--- config.mk ---
export PLATFORM = sky130hd
export DESIGN_NAME = fir_mac_sequencer_flat
export DESIGN_NICKNAME = d
export VERILOG_FILES = /design/src/rtl/fir_mac_sequencer_if.sv /design/src/rtl/fir_mac_sequencer.sv /design/src/flat_wrapper.sv
export SDC_FILE = /design/constraint.sdc
export NUM_CORES = 1
export LEC_CHECK = 0
export CAP_MARGIN = 15
export CELL_PAD_IN_SITES_DETAIL_PLACEMENT = 0
export CELL_PAD_IN_SITES_GLOBAL_PLACEMENT = 1
export CORE_UTILIZATION = 50
export CTS_BUF_LIST = sky130_fd_sc_hd__clkbuf_16
export CTS_CLUSTER_DIAMETER = 50
export DETAILED_ROUTE_END_ITERATION = 12
export HOLD_SLACK_MARGIN = 0.15
export PLACE_DENSITY = 0.93
export SYNTH_ARGS = -nofsm -noshare
export SYNTH_HDL_FRONTEND = slang
export SYNTH_SLANG_ARGS = --single-unit
--- constraint.sdc ---
create_clock -name clk -period 9.8 [get_ports clk]
set_input_delay 1.47 -clock clk [delete_from_list [all_inputs] [get_ports clk]]
set_output_delay 1.47 -clock clk [all_outputs]
set_load 0.05 [all_outputs]
--- src/rtl/fir_mac_sequencer_if.sv ---
// Sample stream, result stream and coefficient-write port of the FIR MAC sequencer.
// The master side is the producer of samples and coefficients; the slave side is the engine.
interface fir_mac_sequencer_if #(
    parameter int unsigned N      = 16,
    parameter int unsigned N_TAPS = 4
);
    localparam int unsigned TW    = $clog2(N_TAPS);
    localparam int unsigned OUT_W = 2 * N + TW;

    logic                    coef_we;
    logic [TW-1:0]           coef_addr;
    logic signed [N-1:0]     coef_data;
    logic                    coef_err;

    logic                    s_valid;
    logic                    s_ready;
    logic signed [N-1:0]     s_sample;

    logic                    m_valid;
    logic                    m_ready;
    logic signed [OUT_W-1:0] m_out;

    modport master (
        output coef_we, coef_addr, coef_data, s_valid, s_sample, m_ready,
        input  coef_err, s_ready, m_valid, m_out
    );

    modport slave (
        input  coef_we, coef_addr, coef_data, s_valid, s_sample, m_ready,
        output coef_err, s_ready, m_valid, m_out
    );
endinterface

--- src/rtl/fir_mac_sequencer.sv ---
// Time-multiplexed FIR engine: one shared signed N x N multiplier walks the taps one per
// cycle, between a valid/ready sample source and a valid/ready result consumer.
module fir_mac_sequencer #(
    parameter int unsigned N      = 16,
    parameter int unsigned N_TAPS = 4
) (
    input  logic                 clk,
    input  logic                 rst,
    input  logic                 ena,
    fir_mac_sequencer_if.slave   bus,
    output logic                 shift,
    output logic                 busy
);
    localparam int unsigned TW    = $clog2(N_TAPS);
    localparam int unsigned OUT_W = 2 * N + TW;
    localparam int unsigned PW    = 2 * N;

    typedef enum logic [1:0] {
        IDLE = 2'd0,
        MAC  = 2'd1,
        DONE = 2'd2
    } state_t;

    state_t                  state;
    logic signed [N-1:0]     hist [N_TAPS];
    logic signed [N-1:0]     coef [N_TAPS];
    logic signed [OUT_W-1:0] acc;
    logic [TW-1:0]           tap;
    logic signed [OUT_W-1:0] m_out_q;
    logic                    m_valid_q;
    logic                    coef_err_q;

    logic signed [PW-1:0]    product;
    logic signed [OUT_W-1:0] acc_next;
    logic                    last_tap;
    logic                    coef_addr_ok;

    // Handshake strobes are combinational so a sample is taken on the edge it is offered.
    assign bus.s_ready = (state == IDLE) & ena & ~rst;
    assign shift       = bus.s_valid & bus.s_ready;
    assign busy        = (state != IDLE) & ~rst;

    assign bus.m_valid  = m_valid_q;
    assign bus.m_out    = m_out_q;
    assign bus.coef_err = coef_err_q;

    // Shared multiplier; operands widened first so the product keeps full precision.
    always_comb begin
        product      = PW'(hist[tap]) * PW'(coef[tap]);
        acc_next     = acc + OUT_W'(product);
        last_tap     = (tap == TW'(N_TAPS - 1));
        coef_addr_ok = (32'(bus.coef_addr) < N_TAPS);
    end

    always_ff @(posedge clk) begin
        if (rst) begin
            state      <= IDLE;
            acc        <= '0;
            tap        <= '0;
            m_out_q    <= '0;
            m_valid_q  <= 1'b0;
            coef_err_q <= 1'b0;
            for (int unsigned i = 0; i < N_TAPS; i++) begin
                hist[i] <= '0;
                coef[i] <= '0;
            end
        end else if (ena) begin
            coef_err_q <= 1'b0;

            // Coefficients are frozen while the MAC walk is reading them.
            if (bus.coef_we) begin
                if (state == MAC) begin
                    coef_err_q <= 1'b1;
                end else if (coef_addr_ok) begin
                    coef[bus.coef_addr] <= bus.coef_data;
                end
            end

            case (state)
                IDLE: begin
                    if (bus.s_valid) begin
                        hist[0] <= bus.s_sample;
                        for (int unsigned i = 1; i < N_TAPS; i++) begin
                            hist[i] <= hist[i-1];
                        end
                        acc   <= '0;
                        tap   <= '0;
                        state <= MAC;
                    end
                end

                MAC: begin
                    acc <= acc_next;
                    tap <= tap + TW'(1);
                    if (last_tap) begin
                        m_out_q   <= acc_next;
                        m_valid_q <= 1'b1;
                        state     <= DONE;
                    end
                end

                DONE: begin
                    if (bus.m_ready) begin
                        m_valid_q <= 1'b0;
                        state     <= IDLE;
                    end
                end

                default: state <= IDLE;
            endcase
        end
    end
endmodule

--- src/flat_wrapper.sv ---
// flat-port wrapper written by rule: the top's interface ports become plain ports
module fir_mac_sequencer_flat 
#(
    parameter int unsigned N      = 16,
    parameter int unsigned N_TAPS = 4
)
  (clk, rst, ena, shift, busy, bus_coef_we, bus_coef_addr, bus_coef_data, bus_s_valid, bus_s_sample, bus_m_ready, bus_coef_err, bus_s_ready, bus_m_valid, bus_m_out);
  fir_mac_sequencer_if #(.N(N), .N_TAPS(N_TAPS)) bus_i ();
  input  logic clk;
  input  logic rst;
  input  logic ena;
  output logic shift;
  output logic busy;
  input wire logic [$bits(bus_i.coef_we)-1:0] bus_coef_we;
  input wire logic [$bits(bus_i.coef_addr)-1:0] bus_coef_addr;
  input wire logic [$bits(bus_i.coef_data)-1:0] bus_coef_data;
  input wire logic [$bits(bus_i.s_valid)-1:0] bus_s_valid;
  input wire logic [$bits(bus_i.s_sample)-1:0] bus_s_sample;
  input wire logic [$bits(bus_i.m_ready)-1:0] bus_m_ready;
  output wire logic [$bits(bus_i.coef_err)-1:0] bus_coef_err;
  output wire logic [$bits(bus_i.s_ready)-1:0] bus_s_ready;
  output wire logic [$bits(bus_i.m_valid)-1:0] bus_m_valid;
  output wire logic [$bits(bus_i.m_out)-1:0] bus_m_out;
  assign bus_i.coef_we = bus_coef_we;
  assign bus_i.coef_addr = bus_coef_addr;
  assign bus_i.coef_data = bus_coef_data;
  assign bus_i.s_valid = bus_s_valid;
  assign bus_i.s_sample = bus_s_sample;
  assign bus_i.m_ready = bus_m_ready;
  assign bus_coef_err = bus_i.coef_err;
  assign bus_s_ready = bus_i.s_ready;
  assign bus_m_valid = bus_i.m_valid;
  assign bus_m_out = bus_i.m_out;
  fir_mac_sequencer #(.N(N), .N_TAPS(N_TAPS)) u_core (.clk(clk), .rst(rst), .ena(ena), .bus(bus_i), .shift(shift), .busy(busy));
endmodule
==> metrics.cfg <==
[run_status]
outcome = finished clean

[timing]
setup_viol = 0
max_slew_margin_pct = 27.3
slew_violations = 0
finalHoldViolCount = 0
finalClockSkew_ns = 0.0139
finalCriticalPeriod_ns = 8.19
fin_tns_setup_ns = 0
max_freq_ghz = 0.122
rsz0062_at_grt = false
worst_pin_slew_ns = 1.08
timing.final.crit_share_pct = 83.6

[synthesis]
synth_commonest_cells = inv_1 (349), fa_1 (305), nand2_1 (223), nor2_1 (177), edfxtp_1 (128)
synth_cell_types = 62
synth.avg_cell_area_sq_um = 10.0
synth_edf_count = 128
netlist_area_sq_um = 19600
netlist.top_cell.by_area = fa_1
ys.flop_type = edfxtp_1
synth_top_area_share_pct = 31.2
syn_inst = 1952
yosys_warnings = 0
yosys_register_bits = 204
synth-async-reset-ratio_pct = 0
synth_nets = 2400
yosysMostFrequentCell = inv_1
synth_area_leaders = fa_1 (31%), edfxtp_1 (20%), dfxtp_1 (7.8%)
ys_seq_area_share_pct = 27.4

[floorplanning]
fp-row-count = 72
num_io_pins = 79
die_w_microns = 200
core_sq_um = 38600
start_util_pct = 50.7
die_y_microns = 200
die-area_sq_um = 40000

[worst_hold_path]
min-delay-start = u_core.bus.coef_err$_SDFFE_PP0P_
hold_depth = 2
holdPathEnd = u_core.bus.coef_err$_SDFFE_PP0P_
hp-class = reg2reg

[finish]
area_growth_pct = 10.6
num-nets-final = 2437
drive_above_1_share_pct = 5.33
nFillCells = 3337
insertedDiodeCount = 0

[clock_network]
ctsHoldBuffers = 0
insertion_delay_ns = 0.55
clock_sinks = 204
ctsResizeCount = 0
cts_buffer_depth = 3
root_buffer = clkbuf_16
cts_tree = done
post-cts-setup-buffers = 0
htree_levels = 1
clk_pin_slew_ns = 0.06
numCtsBuffers = 25

[detailed_routing]
wl_microns = 46800
vias = 13700
vias_per_cell = 5.42
drtIter0Drc = 875
ant_nets = 0
drt_pass1_iterations = 7
drc = 0
wl_per_cell_microns = 18.5

[setup_path]
end_kind = flop
r2r_slack_ns = 1.61
r2r-end = u_core.bus.m_out[33]$_SDFFE_PP0P_
worst-path-max-fanout = 38
crit_type = reg2reg
worstSetupStartpointType = flop
cp_data_required_time_ns = 10.24
arrival_ns = 8.63
rr_worst_depth = 22

[grt]
grt_pass1_wl_microns = 77000
grt_max_degree = 82
antenna_found_initial = 0
grt_overflow_total = 0
grt_pass1_vias = 14800
grtUsageTotal_pct = 25.2

[place]
post-dp-hpwl_microns = 36300
place_congestion = 0.944
numPortBuffers = 78

[job]
max_cap_violations = 0

critical path, stage by stage, from the launching register on:
cell and delay [ns]:
dfxtp_2 0.97, mux2_2 0.43, o21ai_1 0.84, nor2_1 0.16, fa_1 0.53, inv_1 0.05
fa_1 0.48, fa_1 0.51, fa_1 0.55, inv_1 0.05, fa_1 0.48, inv_1 0.05
fa_1 0.51, inv_1 0.05, ha_1 0.36, o21a_1 0.17, nor2_1 0.05, a211oi_1 0.27
or2_1 0.35, a211oi_2 0.20, o21a_1 0.26, or4_1 0.53, and3_1 0.19
registers in the layout (all words and copies together) (netlist names), named ones only:
register	cells
u_core.tap	2
u_core.bus.m_out	34
u_core.hist	64
u_core.bus.coef_err	1
u_core.state	2
u_core.coef	64
u_core.bus.m_valid	1
u_core.acc	34
area by class of cell:
type / instances / area (sq um) / share of cell area, %
Clock buffer: 26 / 651 / 3.00
Inverter: 350 / 1310 / 6.06
Multi-Input combinational cell: 1311 / 12600 / 58.0
Clock inverter: 20 / 196 / 0.906
Timing Repair Buffer: 97 / 918 / 4.24
Sequential cell: 204 / 5370 / 24.8
Tap cell: 518 / 648 / 2.99
cells in the final DEF, fill, tap and decap left out, types with 13 or more instances in the layout:
master             n
and3_1            67
buf_4             19
mux2_2            20
inv_1            355
a21o_1            18
nand2_1          223
o21ai_0           17
dfxtp_1           74
o21a_1            17
a22oi_1           22
o21ai_1           19
clkbuf_16         26
xnor2_1           29
clkdlybuf4s50_1   77
edfxtp_1         128
nor2_1           177
ha_1             103
mux2i_1           21
nand3_1           13
a21oi_1           62
fa_1             305
and2_1            73
through the flow:
step,std cells,cell area [sq um],setup slack [ns],util (%),hold WS (ns)
3_5_place_dp,2480,20800,1.72,53.9,0.447
3_3_place_gp,2480,20800,1.79,53.9,0.446
5_1_grt,2526,21700,1.19,56.1,0.473
2_1_floorplan,1952,19600,2.62,-,0.436
6_report,2526,21700,1.61,56.1,0.454
4_1_cts,2526,21700,1.69,56.1,0.455
worst max path at each step:
stage	startpoint	to	slack [ns]	cells after the start
5_1_grt	flop	u_core.bus.m_out[33]$_SDFFE_PP0P_	1.19	22
4_1_cts	flop	u_core.bus.m_out[33]$_SDFFE_PP0P_	1.69	22
6_report	flop	u_core.bus.m_out[33]$_SDFFE_PP0P_	1.61	22
2_1_floorplan	flop	u_core.bus.m_out[33]$_SDFFE_PP0P_	2.62	28
3_3_place_gp	flop	u_core.bus.m_out[33]$_SDFFE_PP0P_	1.79	22
3_5_place_dp	flop	u_core.bus.m_out[33]$_SDFFE_PP0P_	1.72	22
kinds of logic (layout without fill, tap and decap cells):
| group | Yosys count | count (layout) | share of synthesized area, % |
|---|---|---|---|
| flip-flops | 204 | 204 | 27.4 |
| AO/OA/AOI/OAI | 202 | 202 | 6.64 |
| buffers and inverters | 437 | 493 | 8.48 |
| multiplexers | 53 | 53 | 3.62 |
| XOR/XNOR | 37 | 37 | 1.69 |
| adder cells (fa/ha/maj) | 408 | 408 | 37.7 |
| AND/OR/NAND/NOR | 611 | 611 | 14.4 |
routing by layer:
layer	GRT usage (%)	share of wire (%)	vias up
met4	8.82	3.2	0
met5	0	0	-
met3	2.79	5.3	89
li1	-	-	6267
met1	31.6	40	6933
met2	44.9	52	402
Power is not shown: default switching activity piles up to over one toggle a cycle in this logic, so the estimate is an artifact.
